File: src/rtl/if_fetch_unit.sv
// Instruction fetch stage: holds the PC, issues one Wishbone classic read
// per instruction and presents the fetched word to IF/ID.
// Ports: clk, reset (async active-low), stall_in, redirect_en/redirect_pc;
// pc_out, instr_out, instr_valid, fetch_busy, fetch_fault; wb_* master.
// Optional macro FETCH_TIMEOUT_EN enables the ack-wait timeout counter.
module if_fetch_unit #(
  parameter logic [31:0] PC_ADDR        = 32'h8000_0000,
  parameter int          ADDR_WIDTH     = 32,
  parameter int          DATA_WIDTH     = 32,
  parameter int          TIMEOUT_CYCLES = 255
) (
  input  logic                  clk,
  input  logic                  reset,
  input  logic                  stall_in,
  input  logic                  redirect_en,
  input  logic [ADDR_WIDTH-1:0] redirect_pc,
  output logic [ADDR_WIDTH-1:0] pc_out,
  output logic [DATA_WIDTH-1:0] instr_out,
  output logic                  instr_valid,
  output logic                  fetch_busy,
  output logic                  fetch_fault,
  output logic                  wb_cyc_o,
  output logic                  wb_stb_o,
  output logic [ADDR_WIDTH-1:0] wb_adr_o,
  output logic [3:0]            wb_sel_o,
  output logic                  wb_we_o,
  input  logic [DATA_WIDTH-1:0] wb_dat_i,
  input  logic                  wb_ack_i
);

  localparam logic [1:0] IDLE = 2'd0;
  localparam logic [1:0] REQ  = 2'd1;
  localparam logic [1:0] HOLD = 2'd2;

  localparam logic [ADDR_WIDTH-1:0] RST_PC = ADDR_WIDTH'(PC_ADDR);

  if (TIMEOUT_CYCLES < 1 || TIMEOUT_CYCLES > 255) begin : g_bad_timeout
    $error("TIMEOUT_CYCLES must be 1..255");
  end

  logic [1:0]            state_q, state_d;
  logic [ADDR_WIDTH-1:0] pc_q, pc_d;
  logic                  pend_q, pend_d;
  logic [ADDR_WIDTH-1:0] tgt_q, tgt_d;
  logic                  cyc_q, cyc_d;
  logic [ADDR_WIDTH-1:0] adr_q, adr_d;
  logic [ADDR_WIDTH-1:0] pc_out_q, pc_out_d;
  logic [DATA_WIDTH-1:0] instr_q, instr_d;
  logic                  valid_q, valid_d;
  logic [ADDR_WIDTH-1:0] redir_al;
  logic [ADDR_WIDTH-1:0] discard_pc;

`ifdef FETCH_TIMEOUT_EN
  localparam logic [7:0] TO = TIMEOUT_CYCLES[7:0];
  logic [7:0] cnt_q, cnt_d;
  logic [7:0] cnt_inc;
  logic       fault_q, fault_d;
`endif

  assign redir_al   = redirect_pc & ~ADDR_WIDTH'(3);
  // A redirect in the ack cycle is newer than any pending one.
  assign discard_pc = redirect_en ? redir_al : tgt_q;

  always_comb begin
    state_d  = state_q;
    pc_d     = pc_q;
    pend_d   = pend_q;
    tgt_d    = tgt_q;
    cyc_d    = cyc_q;
    adr_d    = adr_q;
    pc_out_d = pc_out_q;
    instr_d  = instr_q;
    valid_d  = valid_q;
`ifdef FETCH_TIMEOUT_EN
    cnt_d    = cnt_q;
    cnt_inc  = cnt_q + 8'd1;
    fault_d  = fault_q;
`endif
    unique case (state_q)
      IDLE: begin
        if (redirect_en) begin
          pc_d = redir_al;
        end else begin
          adr_d   = pc_q;
          cyc_d   = 1'b1;
          state_d = REQ;
`ifdef FETCH_TIMEOUT_EN
          cnt_d   = 8'd0;
`endif
        end
      end
      REQ: begin
        if (redirect_en) begin
          pend_d = 1'b1;
          tgt_d  = redir_al;
        end
        if (wb_ack_i) begin
          cyc_d = 1'b0;
          if (redirect_en || pend_q) begin
            pc_d    = discard_pc;
            pend_d  = 1'b0;
            state_d = IDLE;
          end else begin
            instr_d  = wb_dat_i;
            pc_out_d = pc_q;
            valid_d  = 1'b1;
            state_d  = HOLD;
          end
        end
`ifdef FETCH_TIMEOUT_EN
        else if (cnt_inc == TO) begin
          cyc_d = 1'b0;
          if (redirect_en || pend_q) begin
            pc_d    = discard_pc;
            pend_d  = 1'b0;
            state_d = IDLE;
          end else begin
            instr_d  = '0;
            pc_out_d = pc_q;
            valid_d  = 1'b1;
            fault_d  = 1'b1;
            state_d  = HOLD;
          end
        end else begin
          cnt_d = cnt_inc;
        end
`endif
      end
      HOLD: begin
        if (redirect_en) begin
          valid_d = 1'b0;
          pc_d    = redir_al;
          state_d = IDLE;
`ifdef FETCH_TIMEOUT_EN
          fault_d = 1'b0;
`endif
        end else if (!stall_in) begin
          valid_d = 1'b0;
          pc_d    = pc_q + ADDR_WIDTH'(4);
          state_d = IDLE;
`ifdef FETCH_TIMEOUT_EN
          fault_d = 1'b0;
`endif
        end
      end
      default: begin
        state_d = IDLE;
        cyc_d   = 1'b0;
        valid_d = 1'b0;
      end
    endcase
  end

  always_ff @(posedge clk or negedge reset) begin
    if (!reset) begin
      state_q  <= IDLE;
      pc_q     <= RST_PC;
      pend_q   <= 1'b0;
      tgt_q    <= RST_PC;
      cyc_q    <= 1'b0;
      adr_q    <= RST_PC;
      pc_out_q <= RST_PC;
      instr_q  <= '0;
      valid_q  <= 1'b0;
    end else begin
      state_q  <= state_d;
      pc_q     <= pc_d;
      pend_q   <= pend_d;
      tgt_q    <= tgt_d;
      cyc_q    <= cyc_d;
      adr_q    <= adr_d;
      pc_out_q <= pc_out_d;
      instr_q  <= instr_d;
      valid_q  <= valid_d;
    end
  end

`ifdef FETCH_TIMEOUT_EN
  always_ff @(posedge clk or negedge reset) begin
    if (!reset) begin
      cnt_q   <= 8'd0;
      fault_q <= 1'b0;
    end else begin
      cnt_q   <= cnt_d;
      fault_q <= fault_d;
    end
  end
  assign fetch_fault = fault_q;
`else
  assign fetch_fault = 1'b0;
`endif

  assign pc_out      = pc_out_q;
  assign instr_out   = instr_q;
  assign instr_valid = valid_q;
  assign fetch_busy  = !valid_q;
  assign wb_cyc_o    = cyc_q;
  assign wb_stb_o    = cyc_q;
  assign wb_adr_o    = adr_q;
  assign wb_sel_o    = 4'hF;
  assign wb_we_o     = 1'b0;

endmodule

File: config.mk
export PLATFORM = sky130hd
export DESIGN_NAME = if_fetch_unit
export DESIGN_NICKNAME = d
export VERILOG_FILES = /design/src/rtl/if_fetch_unit.sv
export SDC_FILE = /design/constraint.sdc
export NUM_CORES = 1
export LEC_CHECK = 0
export ABC_AREA = 0
export BUFFER_PORTS_ARGS = -buffer_cell sky130_fd_sc_hd__clkbuf_2
export CORE_MARGIN = 2
export CORE_UTILIZATION = 30
export DETAILED_ROUTE_END_ITERATION = 6
export PLACE_DENSITY_LB_ADDON = 0.3
export RECOVER_POWER = 25
export SLEW_MARGIN = 15
export SYNTH_ARGS = -nofsm -noshare
export SYNTH_HDL_FRONTEND = slang
export SYNTH_SLANG_ARGS = --single-unit
File: constraint.sdc
create_clock -name clk -period 3.5 [get_ports clk]
set_input_delay 0.35 -clock clk [delete_from_list [all_inputs] [get_ports clk]]
set_output_delay 0.35 -clock clk [all_outputs]
set_load 0.005 [all_outputs]
After elaboration in Yosys (flattened, before gate mapping)
Index checks and enable logic that the tools add are counted.
- register bits after elaboration: 165
- bits of input ports: 69
- add/sub/neg operators: 1
- equal/unequal tests: 8
- muxes and demuxes: 24
- bitwise gates (word level): 4
- reduce and logical (&&, ||, !) cells: 10
- operators with widths (kind ; number):
    $mux 32 ; 6
    $pmux 32 s3 ; 1
    $add 32x3->32 const B ; 1
    $mux 2 ; 5
    $ne 2x2->1 const B ; 5
    $mux 1 ; 9
    $reduce_and 3->1 ; 3
    $pmux 1 s3 ; 2
    $pmux 2 s3 ; 1
    $reduce_and 5->1 ; 1
    $not 1->1 ; 4
    $reduce_and 4->1 ; 1
    $ne 3x3->1 const B ; 1
    $reduce_bool 3->1 ; 1
    $eq 2x1->1 const B ; 1
    $eq 2x2->1 const B ; 1
    $logic_not 2->1 ; 1
    $reduce_and 2->1 ; 1
    $logic_not 1->1 ; 1
    $logic_or 1x1->1 ; 1

Depth between registers and ports, before layout
Gate-level depths: netlist of the first run.
- word-level depth: 4
- gate-level depth with buffers: 10

Worst setup path after synthesis of the first run
Ideal clock, no wire load.
- kind: flip-flop to flip-flop
- from: reg state_q[0]
- to: reg pc_q[30]
- library setup time: 0.131 ns
- arrival: 2.138 ns
- required time: 3.369 ns
- path slack: 1.231 ns
- stages on the path, launching flop included: 10
- path buffers: 2
- period minus slack after synthesis: 2.269 ns
- cells stage by stage: dfrtp_1 -> inv_1 -> ha_1 -> or2_1 -> clkbuf_1 -> a21o_1 -> buf_2 -> a22o_1 -> mux2_2 -> or3_1
- word-level cells in the longest chain between the ends: 3
- elaborated cells on any way between the ends: 10
- ends and longest elaborated chain (what ; RTL line ; RTL):
    start, declared ; 41 ; logic [1:0] state_q, state_d;
    start signal, assigned ; 166 ; state_q <= state_d;
    $eq 2x2->1 (tied with other cells) ; 79 ; unique case (state_q)
    $ne 3x3->1 (no source line) (tied with other cells) ; -- ;
    $reduce_and 5->1 (no source line) ; -- ;
    end signal, assigned ; 167 ; pc_q <= pc_d;
    end, declared ; 42 ; logic [ADDR_WIDTH-1:0] pc_q, pc_d;
Parallel ways exist; a longest one is shown, timed or not.
A chain may end at the register's enable or synchronous reset.

Worst setup path after layout of the first run
- from: reg state_q[1]
- to: reg pc_q[30]
Same word-level chain as after synthesis.

==> impl_results.rst, run 1 <==
.. list-table::
   :header-rows: 1

   * - Metric
     - Value
   * - Commonest cells post-synth
     - sky130_fd_sc_hd__dfrtp_1, sky130_fd_sc_hd__mux2_2, sky130_fd_sc_hd__nor2_1
   * - Source-to-sink clock delay at the later pin of the worst-skew pair
     - 0.43 ns
   * - Number of buffers inserted during clock tree synthesis
     - 17
   * - Max-slew violation count
     - 60
   * - Initial standard-cell utilization of the core
     - 0.303
   * - Dominant cell by count in the synthesized netlist
     - sky130_fd_sc_hd__dfrtp_1
   * - Critical Path Start Type
     - flip-flop
   * - Maximum number of pins on one net before global-route repair
     - between 80 and 90
   * - Final HPWL from detailed placement
     - 14.4 mm
   * - Cells after Synth
     - around 680
   * - Type of the tightest min-delay check
     - primary input to flip-flop
   * - Synth async-reset ratio
     - 1.00
   * - Count of buffers from port buffering
     - 166
   * - Max stage delay cell, worst path
     - sky130_fd_sc_hd__a21o_1
   * - Die width
     - 165 um
   * - Worst Reg-to-Reg Cells
     - 7
   * - H-tree depth
     - 4
   * - Initial DRC count
     - 434
   * - Total iterations of the first detailed-routing run
     - 5
   * - Total Routing Usage GR
     - 0.156
   * - Portion of the post-synthesis area used by sequential elements
     - 0.529
   * - Post-layout min period
     - 2.49 ns
   * - Simple-gate share of the synthesized area
     - 0.101
   * - Worst Hold Depth
     - 2
   * - Top-level port count
     - 175
   * - Site Rows
     - 59
   * - Largest family of logic cells by synthesized area
     - multiplexers
   * - Setup TNS
     - 0 ns
   * - Number of buffers on the longest clock path
     - 2
   * - Cell chosen for the clock root
     - sky130_fd_sc_hd__clkbuf_16
   * - DR vias
     - between 5000 and 6000
   * - CP Data Arrival Time
     - 2.79 ns
   * - WP data required
     - about 3.8 ns
   * - Power density over cell area
     - around 940 nW/um^2
   * - DR WL/cell
     - between 15 and 20 um
   * - Adder-cell area share of the yosys netlist
     - 0.00800
   * - Violated checks
     - max-capacitance violations, max-slew violations
   * - Predominant post-synthesis flop cell
     - sky130_fd_sc_hd__dfrtp_1
   * - First-pass GRT wire length
     - 32.5 mm
   * - Setup slack after placement
     - 0.934 ns
   * - Final antenna-violating net count
     - 0
   * - Distinct cell type count after synthesis
     - 65
   * - Core area
     - 25800 um^2
   * - Reg clk slew, reported paths
     - 0.07 ns
   * - Mux cell area share after synthesis
     - 0.184
   * - Final Hold Violating Endpoints
     - 0
   * - Setup violators final
     - 0
   * - Transition at the pin with the smallest max-transition slack
     - 1.57 ns
   * - Initial antenna violation count
     - 3
   * - Area of the mapped netlist
     - 7820 um^2
   * - Worst slew margin
     - -0.0453
   * - Crit-path cells
     - inv_1, ha_1, or2_1, a21o_1, a22o_1, mux2_2, or3_1
   * - Fmax
     - roughly 0.4 GHz
   * - Global placement routability congestion
     - 0.781
   * - Outcome
     - finished with violations
   * - Post-synthesis to final-layout area growth
     - 22.3%
   * - Via count of the first global-routing pass
     - between 5000 and 6000
   * - Setup repair after global routing missed its margin
     - no
   * - Leakage dissipation
     - about 0.0043 uW
   * - Count of yosys warnings during synthesis
     - 0
   * - WHS
     - 0.143 ns
   * - Number of register bits inferred by synthesis
     - 165
   * - Drt via density
     - 4.99
   * - Chip Height
     - between 150 and 200 um
   * - PostCTS Resize Cnt
     - 0
   * - Share of the cycle needed by the critical path after routing
     - 0.710
   * - DIE AREA
     - ~27000 um^2
   * - Cell types with the largest area share after synthesis
     - sky130_fd_sc_hd__dfrtp_1, sky130_fd_sc_hd__mux2_2, sky130_fd_sc_hd__o21ai_0
   * - Overflow left after global routing
     - 0
   * - Biggest fanout along the worst timing path
     - 9
   * - Final net count
     - about 910
   * - Yosys top cell area share
     - 0.515
   * - EDFF count, synth
     - 0
   * - Clock tree from TritonCTS
     - yes
   * - Worst vdd rail ir drop
     - 443 uV
   * - Parity-gate share of the synthesized area counting xor and xnor cells
     - 0.00336
   * - Maxcap violations
     - 1
   * - Fillers
     - 2573
   * - Delay of the slowest cell on the worst path
     - around 0.42 ns
   * - Synthesized area per cell
     - 11.4 um^2
   * - WL final
     - 20.9 mm
   * - Capturing element type of the critical path
     - flip-flop
   * - DRC violations left
     - 0
   * - Clock Skew
     - 0.0182 ns
   * - Synthesized-area fraction occupied by ao, oa, aoi and oai cells
     - 0.137
   * - Setup slack after layout
     - 1.01 ns
   * - Worst setup path class
     - flip-flop to flip-flop
   * - Post-synthesis cell type with the largest combined area
     - sky130_fd_sc_hd__dfrtp_1
   * - Share of layout cells above drive strength 1
     - 0.372
   * - TritonCTS sink count
     - 165
[report_power, final]
group | total, uW | switching [uW] | internal [uW]
Clock | 1760 | 791 | 972
Sequential | 3550 | 720 | 2830
Combinational | 3710 | 1910 | 1800
Total | 9020 | 3420 | 5600
[per-stage QoR]
stage | cells | power [uW] | area (um^2) | util
detailed placement | 1154 | 7380 | 9050 | 0.350
global placement | 1154 | 7280 | 9050 | 0.350
floorplan | 687 | 5860 | 7840 | -
global route | 1187 | 9760 | 9560 | 0.370
CTS | 1187 | 9170 | 9600 | 0.372
finish | 1188 | 9020 | 9560 | 0.370
[path summary, 6_finish.rpt]
check / from / slack (ns) / endpoint
max in group asynchronous: reset / 1.49 / pc_q[9]$_DFFE_PN0P_
min in group asynchronous: reset / 0.84 / instr_out[20]$_DFFE_PN0P_
worst max-delay path: state_q[1]$_DFFE_PN0P_ / 1.01 / pc_q[30]$_DFFE_PN0P_
worst min-delay path: wb_dat_i[16] / 0.14 / instr_out[16]$_DFFE_PN0P_
worst min register to register: wb_adr_o[22]$_DFFE_PN0P_ / 0.48 / wb_adr_o[22]$_DFFE_PN0P_
worst max register to register: state_q[1]$_DFFE_PN0P_ / 1.01 / pc_q[30]$_DFFE_PN0P_
[layout by cell type, fill, tap and decap left out, types with 4 or more instances in the layout]
| cell | synthesis | routed |
|---|---|---|
| sky130_fd_sc_hd__a211oi_1 | 6 | 6 |
| sky130_fd_sc_hd__a21o_1 | 8 | 8 |
| sky130_fd_sc_hd__a21oi_1 | 20 | 20 |
| sky130_fd_sc_hd__a221oi_1 | 4 | 4 |
| sky130_fd_sc_hd__a22o_1 | 10 | 10 |
| sky130_fd_sc_hd__a22oi_1 | 6 | 6 |
| sky130_fd_sc_hd__a311oi_1 | 5 | 5 |
| sky130_fd_sc_hd__a31oi_1 | 11 | 11 |
| sky130_fd_sc_hd__a32oi_1 | 7 | 7 |
| sky130_fd_sc_hd__and2_1 | 6 | 5 |
| sky130_fd_sc_hd__buf_12 | 0 | 4 |
| sky130_fd_sc_hd__buf_4 | 8 | 16 |
| sky130_fd_sc_hd__clkbuf_1 | 28 | 33 |
| sky130_fd_sc_hd__clkbuf_16 | 0 | 17 |
| sky130_fd_sc_hd__clkbuf_2 | 1 | 136 |
| sky130_fd_sc_hd__clkinv_4 | 0 | 4 |
| sky130_fd_sc_hd__conb_1 | 2 | 6 |
| sky130_fd_sc_hd__dfrtp_1 | 161 | 161 |
| sky130_fd_sc_hd__dfstp_2 | 4 | 4 |
| sky130_fd_sc_hd__ha_1 | 5 | 5 |
| sky130_fd_sc_hd__inv_1 | 11 | 11 |
| sky130_fd_sc_hd__mux2_2 | 123 | 123 |
| sky130_fd_sc_hd__mux2i_1 | 5 | 5 |
| sky130_fd_sc_hd__nand2_1 | 42 | 41 |
| sky130_fd_sc_hd__nand3_1 | 6 | 6 |
| sky130_fd_sc_hd__nand4_1 | 11 | 11 |
| sky130_fd_sc_hd__nor2_1 | 44 | 44 |
| sky130_fd_sc_hd__nor2b_1 | 7 | 7 |
| sky130_fd_sc_hd__nor3_1 | 11 | 11 |
| sky130_fd_sc_hd__nor4_1 | 10 | 10 |
| sky130_fd_sc_hd__o21ai_0 | 43 | 43 |
| sky130_fd_sc_hd__o31ai_1 | 6 | 6 |
[per-layer routing]
metal  part of all wire  wire length [um]  track usage  vias to the layer above
met5            0.00091                19            0                        -
met4              0.011               238       0.0482                        2
met3              0.060              1260       0.0397                       14
met2               0.45              9480        0.235                      156
met1               0.47              9900        0.219                     2935
li1                   -                 -            -                     2826
[area by class of cell]
cell class,count,area [um^2],share of cell area
tap,335,419,0.0438
inverter,12,45.0,0.00471
multi-input combinational,456,3410,0.357
clock inverter,9,70.1,0.00733
timing repair buffer,187,1000,0.105
sequential,165,4130,0.432
antenna,1,2.50,0.000262
clock buffer,23,478,0.0500
[repair_timing]
action	CTS	global route
endpoints found under the hold margin	58	0
setup buffers	0	0
hold buffers	1	0
[state kept, by name, indices dropped and copies added (netlist names)]
register,flops
instr_out,32
pc_out,32
pc_q,32
tgt_q,32
wb_adr_o,32
state_q,2
instr_valid,1
pend_q,1
wb_cyc_o,1
[critical path, delay by kind of cell (launching register included)]
family | cells | cell delay [ns]
muxes | 1 | 0.25
AOI/OAI and AO/OA | 2 | 0.67
adders and majority gates | 1 | 0.25
buffers and inverters | 1 | 0.08
DFF | 1 | 0.37
and+or+nand+nor | 2 | 0.75
[cell families (layout without fill, tap and decap cells)]
logic type,after synthesis,count (layout)
flops,165,165
xor+xnor,3,3
compound gates,156,156
other cells,2,7
simple gates,158,158
buf+inv,66,231
mux,128,128
fa+ha+maj,5,5
(Power assumes the default switching activity.)
==> run 2: changes to the inputs <==
clock period = 2 ns   (was 3.5 ns; I/O delays follow)
==> run 2 against run 1 <==
Effect of this change:
- the flow now finishes without violations
- final area rose by 12%
- die area is the same
- clock skew about the same
- combinational power up 130%
- largest cell class unchanged
- largest power group unchanged
- highest routed layer is now met4
==> impl_results.rst, run 2 (synthesized netlist as in run 1, its figures left out) <==
.. list-table::
   :header-rows: 1

   * - Metric
     - Value
   * - CP Data Arrival Time
     - 2.30 ns (was 2.79 ns)
   * - Number of buffers on the longest clock path
     - 2 (unchanged)
   * - Setup TNS
     - 0 ns (unchanged)
   * - Initial antenna violation count
     - 3 (unchanged)
   * - PnR Total Power
     - 17600 uW (was 9020 uW)
   * - Top-level port count
     - 175 (unchanged)
   * - Site Rows
     - 59 (unchanged)
   * - Max-slew violation count
     - 0 (was 60)
   * - Cell chosen for the clock root
     - sky130_fd_sc_hd__clkbuf_16 (unchanged)
   * - Reg clk slew, reported paths
     - 0.07 ns (about the same)
   * - DIE AREA
     - 27400 um^2 (unchanged)
   * - Global placement routability congestion
     - 0.849 (was 0.781)
   * - WL final
     - 22.6 mm (was 20.9 mm)
   * - Setup repair after global routing missed its margin
     - yes (was no)
   * - Leakage dissipation
     - 0.00492 uW (was 0.00427 uW)
   * - Worst setup path class
     - flip-flop to flip-flop (unchanged)
   * - Util after Layout
     - 0.415 (was 0.370)
   * - Commonest non-fill, non-tap cell in the layout
     - sky130_fd_sc_hd__clkbuf_2 (was sky130_fd_sc_hd__dfrtp_1)
   * - Maximum number of pins on one net before global-route repair
     - 78 (was 82)
   * - TritonCTS sink count
     - 165 (unchanged)
   * - DRC violations left
     - 0 (unchanged)
   * - Type of the tightest min-delay check
     - primary input to flip-flop (unchanged)
   * - Critical Path Start Type
     - flip-flop (unchanged)
   * - DR WL/cell
     - 17.5 um (was 17.6 um)
   * - Fmax
     - 0.506 GHz (was 0.402 GHz)
   * - Final antenna-violating net count
     - 0 (unchanged)
   * - Chip Height
     - 165 um (unchanged)
   * - Biggest fanout along the worst timing path
     - 4 (was 9)
   * - WHS
     - 0.0238 ns (was 0.143 ns)
   * - Final net count
     - 1019 (was 913)
   * - Number of buffers inserted during clock tree synthesis
     - 17 (unchanged)
   * - Initial DRC count
     - 340 (was 434)
   * - First-pass GRT wire length
     - 34.8 mm (was 32.5 mm)
   * - Transition at the pin with the smallest max-transition slack
     - 1.11 ns (was 1.57 ns)
   * - Worst vdd rail ir drop
     - 603 uV (was 443 uV)
   * - Outcome
     - finished, final reports clean (was finished with violations)
   * - Share of the cycle needed by the critical path after routing
     - 0.987 (was 0.710)
   * - Setup violators final
     - 0 (unchanged)
   * - Maxcap violations
     - 0 (was 1)
   * - Final HPWL from detailed placement
     - 16.0 mm (was 14.4 mm)
   * - Share of layout cells above drive strength 1
     - 0.470 (was 0.372)
   * - Source-to-sink clock delay at the later pin of the worst-skew pair
     - 0.44 ns (was 0.43 ns)
   * - Clock tree from TritonCTS
     - yes (unchanged)
   * - Worst slew margin
     - 0.257 (was -0.0453)
   * - Capturing element type of the critical path
     - flip-flop (unchanged)
   * - Drt via density
     - 5.00 (was 4.99)
   * - Clock Skew
     - 0.0177 ns (was 0.0182 ns)
   * - Initial standard-cell utilization of the core
     - 0.303 (unchanged)
   * - Post-layout min period
     - 1.97 ns (was 2.49 ns)
   * - Overflow left after global routing
     - 0 (unchanged)
   * - Post-synthesis to final-layout area growth
     - 37.0% (was 22.3%)
   * - Total iterations of the first detailed-routing run
     - 5 (unchanged)
   * - Core area
     - 25800 um^2 (unchanged)
   * - Die width
     - 165 um (unchanged)
   * - Total Routing Usage GR
     - 0.166 (was 0.156)
   * - WP data required
     - 2.32 ns (was 3.80 ns)
   * - H-tree depth
     - 4 (unchanged)
   * - DR vias
     - 6477 (was 5933)
   * - Count of buffers from port buffering
     - 166 (unchanged)
   * - Most frequent cells in the layout
     - sky130_fd_sc_hd__clkbuf_2, sky130_fd_sc_hd__dfrtp_1, sky130_fd_sc_hd__mux2_2 (was sky130_fd_sc_hd__dfrtp_1, sky130_fd_sc_hd__clkbuf_2, sky130_fd_sc_hd__mux2_2)
   * - Via count of the first global-routing pass
     - 6211 (was 5581)
   * - Final Hold Violating Endpoints
     - 0 (unchanged)
   * - Power density over cell area
     - 1640 nW/um^2 (was 943 nW/um^2)
run 2: changes by cell type in the layout (fill, tap and decap cells not counted), moves of 3 or more:
cell                            previous run  this run
sky130_fd_sc_hd__buf_4                    16        83
sky130_fd_sc_hd__buf_6                     0         5
sky130_fd_sc_hd__clkbuf_1                 33         0
sky130_fd_sc_hd__clkbuf_2                136       165
sky130_fd_sc_hd__clkbuf_8                  3         0
sky130_fd_sc_hd__clkinv_4                  4         0
sky130_fd_sc_hd__clkinvlp_4                1         6
sky130_fd_sc_hd__dlygate4sd3_1             1        33
sky130_fd_sc_hd__inv_8                     0         5
sky130_fd_sc_hd__nor4_1                   10         5
sky130_fd_sc_hd__nor4_2                    0         4
run 2: critical path, cell delays in order (launching register included):
cell and delay, ns:
sky130_fd_sc_hd__dfrtp_1 0.41, sky130_fd_sc_hd__buf_6 0.13, sky130_fd_sc_hd__ha_4 0.16, sky130_fd_sc_hd__nor2b_2 0.16, sky130_fd_sc_hd__a21oi_2 0.21, sky130_fd_sc_hd__and2_4 0.20
sky130_fd_sc_hd__mux2_4 0.30, sky130_fd_sc_hd__or3_1 0.30
run 2: cell type report:
| class | count | area, um^2 |
|---|---|---|
| inverters | 12 | 45.0 |
| multi-input cells | 456 | 3570 |
| fillers | 2493 | 15100 |
| clock buffers | 17 | 425 |
| well taps | 335 | 419 |
| flip-flops and latches | 165 | 4140 |
| clock inverters | 15 | 165 |
| diodes | 2 | 5.00 |
| repair buffers | 293 | 1950 |
run 2: final timing paths:
path                                     startpoint                        to  slack, ns  cells past startpoint
max in group asynchronous                     reset     tgt_q[20]$_DFFE_PN0P_       0.41                      3
max                          state_q[1]$_DFFE_PN0P_      pc_q[30]$_DFFE_PN0P_       0.03                      7
min in group asynchronous                     reset      tgt_q[9]$_DFFE_PN0P_       0.18                      2
min reg2reg                wb_adr_o[22]$_DFFE_PN0P_  wb_adr_o[22]$_DFFE_PN0P_       0.49                      2
max reg2reg                  state_q[1]$_DFFE_PN0P_      pc_q[30]$_DFFE_PN0P_       0.03                      7
min                                        wb_ack_i        pend_q$_DFFE_PN0P_       0.02                      2
run 2: power by group:
group,total (uW),switching [uW],internal [uW]
Sequential,5830,876,4950
Combinational,8420,4150,4270
Clock,3300,1530,1770
Total,17600,6550,11000
run 2: stage by stage:
stage | setup slack, ns | std cells | area, um^2
2_1_floorplan | -0.101 | 687 | 7900
6_report | 0.0255 | 1295 | 10700
3_5_place_dp | -0.122 | 1224 | 9630
3_3_place_gp | -0.155 | 1224 | 9630
4_1_cts | -0.0126 | 1289 | 10600
5_1_grt | -0.0624 | 1293 | 10700
run 2: what timing repair did:
| action | 4_1_cts | 5_1_grt |
|---|---|---|
| resized for setup | 7 | 24 |
| hold endpoints to repair | 79 | 0 |
| cloned | 0 | 1 |
| pin swaps | 1 | 1 |
| hold buffers | 33 | 0 |
| setup endpoints to repair | 68 | 76 |
| setup buffers | 0 | 3 |
run 2: metal layers:
| layer | global-route usage | wire (um) | vias up | share of wire |
|---|---|---|---|---|
| met5 | 0 | 0 | - | 0 |
| met2 | 0.259 | 10500 | 165 | 0.46 |
| met3 | 0.0497 | 1350 | 23 | 0.060 |
| li1 | - | - | 3046 | - |
| met4 | 0.0549 | 396 | 0 | 0.018 |
| met1 | 0.221 | 10400 | 3243 | 0.46 |
